## config.mk

```make
export PLATFORM = sky130hd
export DESIGN_NAME = e18_out_tracer
export DESIGN_NICKNAME = d
export VERILOG_FILES = /design/src/rtl/e18_trace_pkg.sv /design/src/rtl/e18_out_tracer_trace_fifo.sv /design/src/rtl/e18_out_tracer.sv
export SDC_FILE = /design/constraint.sdc
export NUM_CORES = 1
export LEC_CHECK = 0
export ABC_AREA = 1
export BUFFER_PORTS_ARGS = -buffer_cell sky130_fd_sc_hd__buf_2
export CAP_MARGIN = 20
export CORE_AREA = 2 2 194 196
export CTS_CLUSTER_SIZE = 12
export DETAILED_ROUTE_END_ITERATION = 16
export DIE_AREA = 0 0 196 198
export GPL_TIMING_DRIVEN = 0
export PLACE_DENSITY = 0.82
export SETUP_SLACK_MARGIN = 0.5
export SLEW_MARGIN = 10
export SYNTH_ARGS = -nofsm -noshare
export SYNTH_HDL_FRONTEND = slang
export SYNTH_SLANG_ARGS = --single-unit
```

## constraint.sdc

```tcl
create_clock -name clk -period 3.6 [get_ports clk]
set_input_delay 0.54 -clock clk [delete_from_list [all_inputs] [get_ports clk]]
set_output_delay 0.54 -clock clk [all_outputs]
set_load 0.05 [all_outputs]
```

## src/rtl/e18_trace_pkg.sv

```systemverilog
// Shared definitions for the e18 output tracer.
// Holds the observed vector width, the trace entry width, the tracer
// state encoding and the default MISR taps/seed.
package e18_trace_pkg;

  localparam int E18_Y_W     = 12;
  localparam int E18_TS_W    = 16;
  localparam int E18_ENTRY_W = E18_TS_W + E18_Y_W;

  localparam logic [E18_Y_W-1:0] E18_MISR_POLY = 12'h829;
  localparam logic [E18_Y_W-1:0] E18_MISR_SEED = 12'h000;

  typedef enum logic [1:0] {
    ARMED   = 2'd0,
    TRACING = 2'd1,
    FROZEN  = 2'd2
  } state_e;

endpackage

```

## src/rtl/e18_out_tracer_trace_fifo.sv

```systemverilog
// trace_fifo: DEPTH x W synchronous FIFO for trace entries.
// Ports:
//   clk, rst (async, active-high), clr (sync clear, wins over push/pop)
//   push/din  - write an entry; ignored when full unless a pop happens too
//   pop       - remove the head entry; ignored when empty
//   dout      - head entry, zero while empty
//   empty/full/count - occupancy status
module trace_fifo #(
  parameter int W     = 28,
  parameter int DEPTH = 16
) (
  input  logic                       clk,
  input  logic                       rst,
  input  logic                       clr,
  input  logic                       push,
  input  logic [W-1:0]               din,
  input  logic                       pop,
  output logic [W-1:0]               dout,
  output logic                       empty,
  output logic                       full,
  output logic [$clog2(DEPTH):0]     count
);

  localparam int AW = $clog2(DEPTH);
  localparam int CW = AW + 1;

  logic [W-1:0]  mem_q [DEPTH];
  logic [AW-1:0] wr_ptr_q;
  logic [AW-1:0] rd_ptr_q;
  logic [CW-1:0] count_q;
  logic          do_push;
  logic          do_pop;

  assign empty = (count_q == '0);
  assign full  = (count_q == CW'(DEPTH));
  assign count = count_q;

  // When full, a push is only legal alongside a pop: the write lands in the
  // slot the head is vacating on the same edge.
  assign do_pop  = pop && !empty;
  assign do_push = push && (!full || do_pop);

  // Head is gated to zero while empty so the port reads 0 after reset/clr.
  assign dout = empty ? '0 : mem_q[rd_ptr_q];

  always_ff @(posedge clk) begin
    if (do_push && !clr) begin
      mem_q[wr_ptr_q] <= din;
    end
  end

  always_ff @(posedge clk or posedge rst) begin
    if (rst) begin
      wr_ptr_q <= '0;
      rd_ptr_q <= '0;
      count_q  <= '0;
    end else if (clr) begin
      wr_ptr_q <= '0;
      rd_ptr_q <= '0;
      count_q  <= '0;
    end else begin
      if (do_push) wr_ptr_q <= wr_ptr_q + 1'b1;
      if (do_pop)  rd_ptr_q <= rd_ptr_q + 1'b1;
      case ({do_push, do_pop})
        2'b10:   count_q <= count_q + 1'b1;
        2'b01:   count_q <= count_q - 1'b1;
        default: count_q <= count_q;
      endcase
    end
  end

endmodule

```

## src/rtl/e18_out_tracer.sv

```systemverilog
// e18_out_tracer: observation stage for the e18 controller outputs.
// Logs every change of y (with a free-running cycle timestamp) into a trace
// FIFO drained over tr_valid/tr_ready, and folds every enabled sample into a
// MISR signature.
// Ports:
//   clk, rst (async, active-high), clr (sync clear, same effect as rst)
//   sample_en, y           - observed vector, valid when sample_en=1
//   tr_valid/tr_ready/tr_data - trace drain port, tr_data = {ts, y}
//   count                  - FIFO occupancy
//   overflow               - sticky, a change was dropped on a full FIFO
//   signature              - current MISR value
module e18_out_tracer
  import e18_trace_pkg::*;
#(
  parameter int             Y_W          = E18_Y_W,
  parameter int             DEPTH        = 16,
  parameter int             TS_W         = E18_TS_W,
  parameter logic [Y_W-1:0] MISR_POLY    = E18_MISR_POLY,
  parameter logic [Y_W-1:0] MISR_SEED    = E18_MISR_SEED,
  parameter bit             STOP_ON_FULL = 1'b0
) (
  input  logic                     clk,
  input  logic                     rst,
  input  logic                     clr,
  input  logic                     sample_en,
  input  logic [Y_W-1:0]           y,
  output logic                     tr_valid,
  input  logic                     tr_ready,
  output logic [TS_W+Y_W-1:0]      tr_data,
  output logic [$clog2(DEPTH):0]   count,
  output logic                     overflow,
  output logic [Y_W-1:0]           signature
);

  logic [TS_W-1:0] ts_q;
  state_e          state_q, state_d;
  logic [Y_W-1:0]  last_y_q;
  logic [Y_W-1:0]  sig_q, sig_d;
  logic            overflow_q;

  logic active;
  logic change;
  logic pop;
  logic full;
  logic empty;
  logic drop;
  logic push;

  always_comb begin
    active = sample_en && (state_q != FROZEN);
    // The first sample after arming is logged regardless of last_y.
    change = active && ((state_q == ARMED) || (y != last_y_q));
    pop    = tr_valid && tr_ready;
    drop   = change && full && !pop;
    push   = change && !drop;
    sig_d  = {sig_q[Y_W-2:0], 1'b0} ^ (sig_q[Y_W-1] ? MISR_POLY : '0) ^ y;

    state_d = state_q;
    case (state_q)
      ARMED: begin
        if (sample_en) state_d = TRACING;
        if (drop && STOP_ON_FULL) state_d = FROZEN;
      end
      TRACING: begin
        if (drop && STOP_ON_FULL) state_d = FROZEN;
      end
      FROZEN:  state_d = FROZEN;
      default: state_d = ARMED;
    endcase
  end

  always_ff @(posedge clk or posedge rst) begin
    if (rst) begin
      ts_q       <= '0;
      state_q    <= ARMED;
      last_y_q   <= '0;
      sig_q      <= MISR_SEED;
      overflow_q <= 1'b0;
    end else if (clr) begin
      ts_q       <= '0;
      state_q    <= ARMED;
      last_y_q   <= '0;
      sig_q      <= MISR_SEED;
      overflow_q <= 1'b0;
    end else begin
      ts_q    <= ts_q + 1'b1;
      state_q <= state_d;
      // last_y follows every change, including dropped ones, so the next
      // change is measured against what was actually on y.
      if (change) last_y_q <= y;
      if (active) sig_q <= sig_d;
      if (drop) overflow_q <= 1'b1;
    end
  end

  trace_fifo #(
    .W     (TS_W + Y_W),
    .DEPTH (DEPTH)
  ) u_fifo (
    .clk   (clk),
    .rst   (rst),
    .clr   (clr),
    .push  (push),
    .din   ({ts_q, y}),
    .pop   (pop),
    .dout  (tr_data),
    .empty (empty),
    .full  (full),
    .count (count)
  );

  assign tr_valid  = !empty;
  assign overflow  = overflow_q;
  assign signature = sig_q;

endmodule

```

# [Word level (Yosys, flattened, before mapping)]
# Memory sizes are Yosys's and may differ from the RTL's.
# Index checks and enable logic that the tools add are counted.
[op_classes] bitwise=2 add_sub_neg=5 muxes=20 n_eq_ne=9 reduce_logical=25
[ops] cell="$mux 12" n=5
[ops] cell="$mux 28" n=1
[ops] cell="$xor 12x12->12" n=2
[ops] cell="$add 16x1->16 const B" n=1
[ops] cell="$mux 16" n=1
[ops] cell="$mux 4" n=4
[ops] cell="$ne 12x12->1" n=1
[ops] cell="$pmux 5 s2" n=1
[ops] cell="$reduce_bool 2->1" n=5
[ops] cell="$logic_and 1x1->1" n=9
[ops] cell="$add 4x1->4 const B" n=2
[ops] cell="$pmux 2 s3" n=1
[ops] cell="$add 5x1->5 const B" n=1
[ops] cell="$eq 5x5->1 const B" n=1
[ops] cell="$logic_not 1->1" n=5
[ops] cell="$logic_not 5->1" n=1
[ops] cell="$mux 5" n=1
[ops] cell="$sub 5x1->5 const B" n=1
[ops] cell="$eq 2x1->1 const B" n=2
[ops] cell="$eq 2x2->1 const B" n=2
[ops] cell="$mux 1" n=4
[ops] cell="$mux 2" n=2
[ops] cell="$ne 2x2->1 const B" n=2
[ops] cell="$ne 3x3->1 const B" n=1
[ops] cell="4 further kinds" n=5
[totals] elab_cells=70 output_inout_bits=47 n_memories=1 ramBits=448 in_bits=17 ff_bits=56
[mem_list] memory="u_fifo.mem_q" words=16 width=28 rd=1 rd_clocked_by_memory_dff=0 wr=1 line_no="e18_out_tracer_trace_fifo.sv:27" text="logic [W-1:0] mem_q [DEPTH];"

# [Logic depth before layout (Yosys ltp)]
[logic_depth] word_depth=11 mapped_depth=20

# [By module]
# A second synthesis with hierarchy kept.
[hier_totals] hier_cells=1884 hier_area_um2=21104.0
[by_module_without_submodules] module="trace_fifo" n_inst=1 cells_per_inst=1604 area_per_inst_um2=18865.6
[by_module_without_submodules] module="e18_out_tracer" n_inst=1 cells_per_inst=280 area_per_inst_um2=2238.4

# [Worst setup path after synthesis]
# OpenSTA, ideal clock, no wires.
[synth_timing] kind="reg2reg" start="register u_fifo.count_q[1], in the netlist u_fifo.count[1]" end="memory u_fifo.mem_q[3][0], enable pin" setup_time_ps=448 required_time_ps=3152 arrival_ps=3220 path_buffers=0 stages_incl_launch_ff=7 path_slack_ps=-68 path_cell_list="dfrtp_1 > inv_1 > nand3_1 > nor3_1 > nor2_2 > nand2_1 > nor3_1"
[synth_via] elab_chain_cells=11 word_cells_on_any_way=16
[synth_lines] element="start: declaration" line_no="e18_out_tracer_trace_fifo.sv:30" text="logic [CW-1:0] count_q;"
[synth_lines] element="start signal: assignment" line_no="e18_out_tracer_trace_fifo.sv:65" text="2'b10: count_q <= count_q + 1'b1;"
[synth_lines] element="start signal: assignment" line_no="e18_out_tracer_trace_fifo.sv:66" text="2'b01: count_q <= count_q - 1'b1;"
[synth_lines] element="start signal: assignment" line_no="e18_out_tracer_trace_fifo.sv:67" text="default: count_q <= count_q;"
[synth_lines] element="$logic_not 5->1" line_no="e18_out_tracer_trace_fifo.sv:34" text="assign empty = (count_q == '0);"
[synth_lines] element="$logic_not 1->1" line_no="e18_out_tracer_trace_fifo.sv:40, e18_out_tracer.sv:112"
[synth_lines] element="$logic_and 1x1->1" line_no="e18_out_tracer.sv:53" text="pop = tr_valid && tr_ready;"
[synth_lines] element="$logic_not 1->1" line_no="e18_out_tracer.sv:54" text="drop = change && full && !pop;"
[synth_lines] element="$logic_and 1x1->1" line_no="e18_out_tracer.sv:54"
[synth_lines] element="$logic_not 1->1" line_no="e18_out_tracer.sv:55" text="push = change && !drop;"
[synth_lines] element="$logic_and 1x1->1" line_no="e18_out_tracer.sv:55"
[synth_lines] element="$logic_and 1x1->1 (*)" line_no="e18_out_tracer_trace_fifo.sv:41" text="assign do_push = push && (!full || do_pop);"
[synth_lines] element="$logic_and 1x1->1 (*)" line_no="e18_out_tracer_trace_fifo.sv:47" text="if (do_push && !clr) begin"
[synth_lines] element="$mux 1 (*)" line_no="e18_out_tracer_trace_fifo.sv:47"
[synth_lines] element="$mux 1 (implied by the code) (*)" line_no="e18_out_tracer_trace_fifo.sv:48" text="mem_q[wr_ptr_q] <= din;"
[synth_lines] element="end: declaration" line_no="e18_out_tracer_trace_fifo.sv:27"
# Mark *: on every way between the ends. The rest lies on a longest branch, timed or not.

# [Worst setup path in the final report]
[layout_timing] start="register u_fifo.rd_ptr_q[0]" end="output tr_data[13]"
[layout_via] elab_chain_cells=2
[layout_lines] element="start: declaration" line_no="e18_out_tracer_trace_fifo.sv:29" text="logic [AW-1:0] rd_ptr_q;"
[layout_lines] element="start signal: assignment" line_no="e18_out_tracer_trace_fifo.sv:63" text="if (do_pop) rd_ptr_q <= rd_ptr_q + 1'b1;"
[layout_lines] element="$mem_v2 16x28"
[layout_lines] element="$mux 28" line_no="e18_out_tracer_trace_fifo.sv:44" text="assign dout = empty ? '0 : mem_q[rd_ptr_q];"
[layout_lines] element="end: declaration" line_no="e18_out_tracer.sv:29" text="output logic [TS_W+Y_W-1:0] tr_data,"
# No other way between the ends.

==> flow_summary.toml <==
[worst_setup_path]
crit_buf_inv = 4
cp-end-kind = "primary output"
crit_family = "buffers and inverters"
timing_worst_setup_path_type = "register to primary output"
worst_r2r_startpoint = "state_q[1]$_DFFE_PP0P_"
cp.arrival_ns = 2.69
cp_slowest_stage_delay_ns = 0.44
cp_max_fo = 10
cpMaxStageDelayCell = "dfrtp_2"
path_cells = "buf_8 -> buf_12 -> buf_4 -> o21ai_0 -> o221ai_1 -> nand3_1 -> a21oi_2 -> buf_6"
rrSetupSlack_ns = 0.59
crit_start = "u_fifo.rd_ptr_q[0]$_DFFE_PP0P_"
cp.required_ns = 3.06
critPathLaunchType = "register"

[clock_network]
cts_tree = "done"
insertion_delay_ns = 0.59
cts.sinks = 504
cts_buffer_depth = 3
h-tree-depth = 2
cts_buffers = 50
path_clk_slew_ns = 0.07
cts_root_buf = "clkbuf_16"

[cells_and_area]
num_antenna_cells = 0
layout_common_cells = "edfxtp_1 (448), nor2_1 (273), o21ai_0 (250)"
area_delta_synth_final_pct = 20.1
nFillCells = 2389
drive_gt1_share_pct = 20.5
nNetsFinal = 1813
mostFrequentLayoutCell = "edfxtp_1"

[global_routing]
grt_max_degree = 30
grt_use_total_pct = 31.7
antenna_found_initial = 0
grt_overflow = 0
grt_pass1_vias = 15100
gr-usage-met1_pct = 38.7
grt.met2_usage_pct = 50.5
grtUsageMet3_pct = 10.1
top_usage_layer = "met2"
grt_first_pass_wirelength_mm = 90.6

[placed_design]
io_buffers = 62
dp_hpwl_mm = 39.1
place_congestion = 0.932
post-place-ws_ns = 0.164

[routing]
wire_per_inst_um = 27.3
drt_pass1_iterations = 6
vias_per_cell = 6.66
drc = 0
final_antenna_net_count = 0
dr_total_vias = 15300
drt_iter0_drc = 2495
routed_wl_mm = 63.0

[logic_synthesis]
synth_seq_cells = 504
yosysWarnings = 0
synth_cells = 1616
synth_cell_types = 33
syn_area_um2 = 20300
synth_nets = 1641
synth_area_per_cell_um2 = 12.6
yosysSeqAreaShare_pct = 73.0

[timing]
setup_slack_ns = 0.374
tns_ns = 0
min_period_over_period_pct = 89.6
fmax_mhz = 310
tightest_slew_ns = 1.02
whs_ns = 0.0732
skew_ns = 0.0237
setup_viol = 0
maxSlewViolCount = 0
grt_setup_unrepaired = "yes"
layout_min_cycle_time_ns = 3.23
hold_violations = 0
relSlewSlack_pct = 31.7

[die]
initial_utilization_pct = 55.1
coreArea_um2 = 37000
die_h_um = 198
core.rowCount = 71
fp.dieArea_um2 = 38800
die_w_um = 196
ios = 64

[hold_path]
hold_class = "input pin to asynchronous set/reset pin"

[run]
drv_cap = 0

[run_status]
status = "finished clean"

[pwr]
total_power_w = 0.0171
powerDensity_nw_per_um2 = 701
ir_drop_mv = 0.675
p_leak_nw = 8.53
-- sequential cells by signal, indices dropped and copies added (netlist names) --
| name | count |
|---|---|
| u_fifo.mem_q | 448 |
| overflow | 1 |
| signature | 12 |
| ts_q | 16 |
| u_fifo.wr_ptr_q | 4 |
| u_fifo.count | 5 |
| last_y_q | 12 |
| state_q | 2 |
| u_fifo.rd_ptr_q | 4 |
-- final timing paths --
check | to | cells after the start
min reg2reg | state_q[0]$_DFFE_PP0P_ | 1
min | ts_q[2]$_DFF_PP0_ | 2
min in group clk | state_q[0]$_DFFE_PP0P_ | 3
max in group asynchronous | signature[11]$_DFFE_PP0P_ | 3
max | tr_data[13] | 8
max reg2reg | u_fifo.mem_q[0][26]$_DFFE_PP_ | 14
-- cell families after synthesis --
group	share of synthesized area, %
AOI/OAI and AO/OA	12.6
xor gates and xnor gates	0.689
adders and majority gates	0.492
buffers and inverters	3.45
DFF	73.0
and+or+nand+nor	9.77
-- timing repair --
action	CTS	global route
pin swaps	19	43
resized for setup	218	109
setup endpoints to repair	28	70
gates cloned	0	2
hold buffers	0	0
hold endpoints to repair	0	0
setup buffers	2	11
-- where the power goes --
group          internal (W)  total [W]  switching (W)
Clock               0.00266    0.00484        0.00218
Combinational       0.00181    0.00576        0.00396
Sequential          0.00644    0.00654      0.0000964
Total                0.0109     0.0171        0.00623
-- cell type report --
class / count / area [um^2] / area share (%)
flip-flops and latches: 504 / 14900 / 60.8
multi-input cells: 937 / 5150 / 21.1
clock buffers: 86 / 1420 / 5.80
repair buffers: 120 / 1200 / 4.90
plain buffers: 102 / 887 / 3.63
well taps: 474 / 593 / 2.43
inverters: 73 / 292 / 1.19
clock inverters: 6 / 42.5 / 0.174
-- synth_stat cells --
cell,instances,area (um^2)
a21oi_1,44,220
buf_1,3,11.3
buf_2,18,90.1
buf_4,3,22.5
clkbuf_1,77,289
clkbuf_8,1,13.8
clkinv_2,1,5.00
dfrtp_1,56,1400
edfxtp_1,448,13500
ha_1,8,100
inv_1,57,214
inv_2,15,56.3
nand2_1,85,319
nand2_2,2,12.5
nand2_4,2,22.5
nand3_1,67,335
nand3_2,5,50.1
nand4_1,2,12.5
nor2_1,283,1060
nor2_2,6,37.5
nor2_4,1,11.3
nor3_1,19,95.1
nor3_2,1,10.0
nor3b_1,1,7.51
nor3b_2,1,12.5
o211ai_1,1,7.51
o21a_1,2,15.0
o21ai_0,257,1290
o21ai_1,10,50.1
o221ai_1,82,718
o22ai_1,42,263
xnor2_1,13,114
xor2_1,3,26.3
-- routing by layer --
| metal | share of wire [%] | vias up |
|---|---|---|
| li1 | - | 6296 |
| met4 | 5.7 | 0 |
| met2 | 46 | 1480 |
| met3 | 15 | 267 |
| met5 | 0 | - |
| met1 | 33 | 7289 |
-- through the flow --
| step | instance area (um^2) | cells | utilization [%] |
|---|---|---|---|
| 2_1_floorplan | 20300 | 1616 | - |
| 3_3_place_gp | 21300 | 2152 | 57.5 |
| 3_5_place_dp | 21900 | 2195 | 59.2 |
| 4_1_cts | 23900 | 2289 | 64.8 |
| 5_1_grt | 24400 | 2302 | 66.1 |
| 6_report | 24400 | 2302 | 66.1 |
Power figures use the tool's default switching activity.
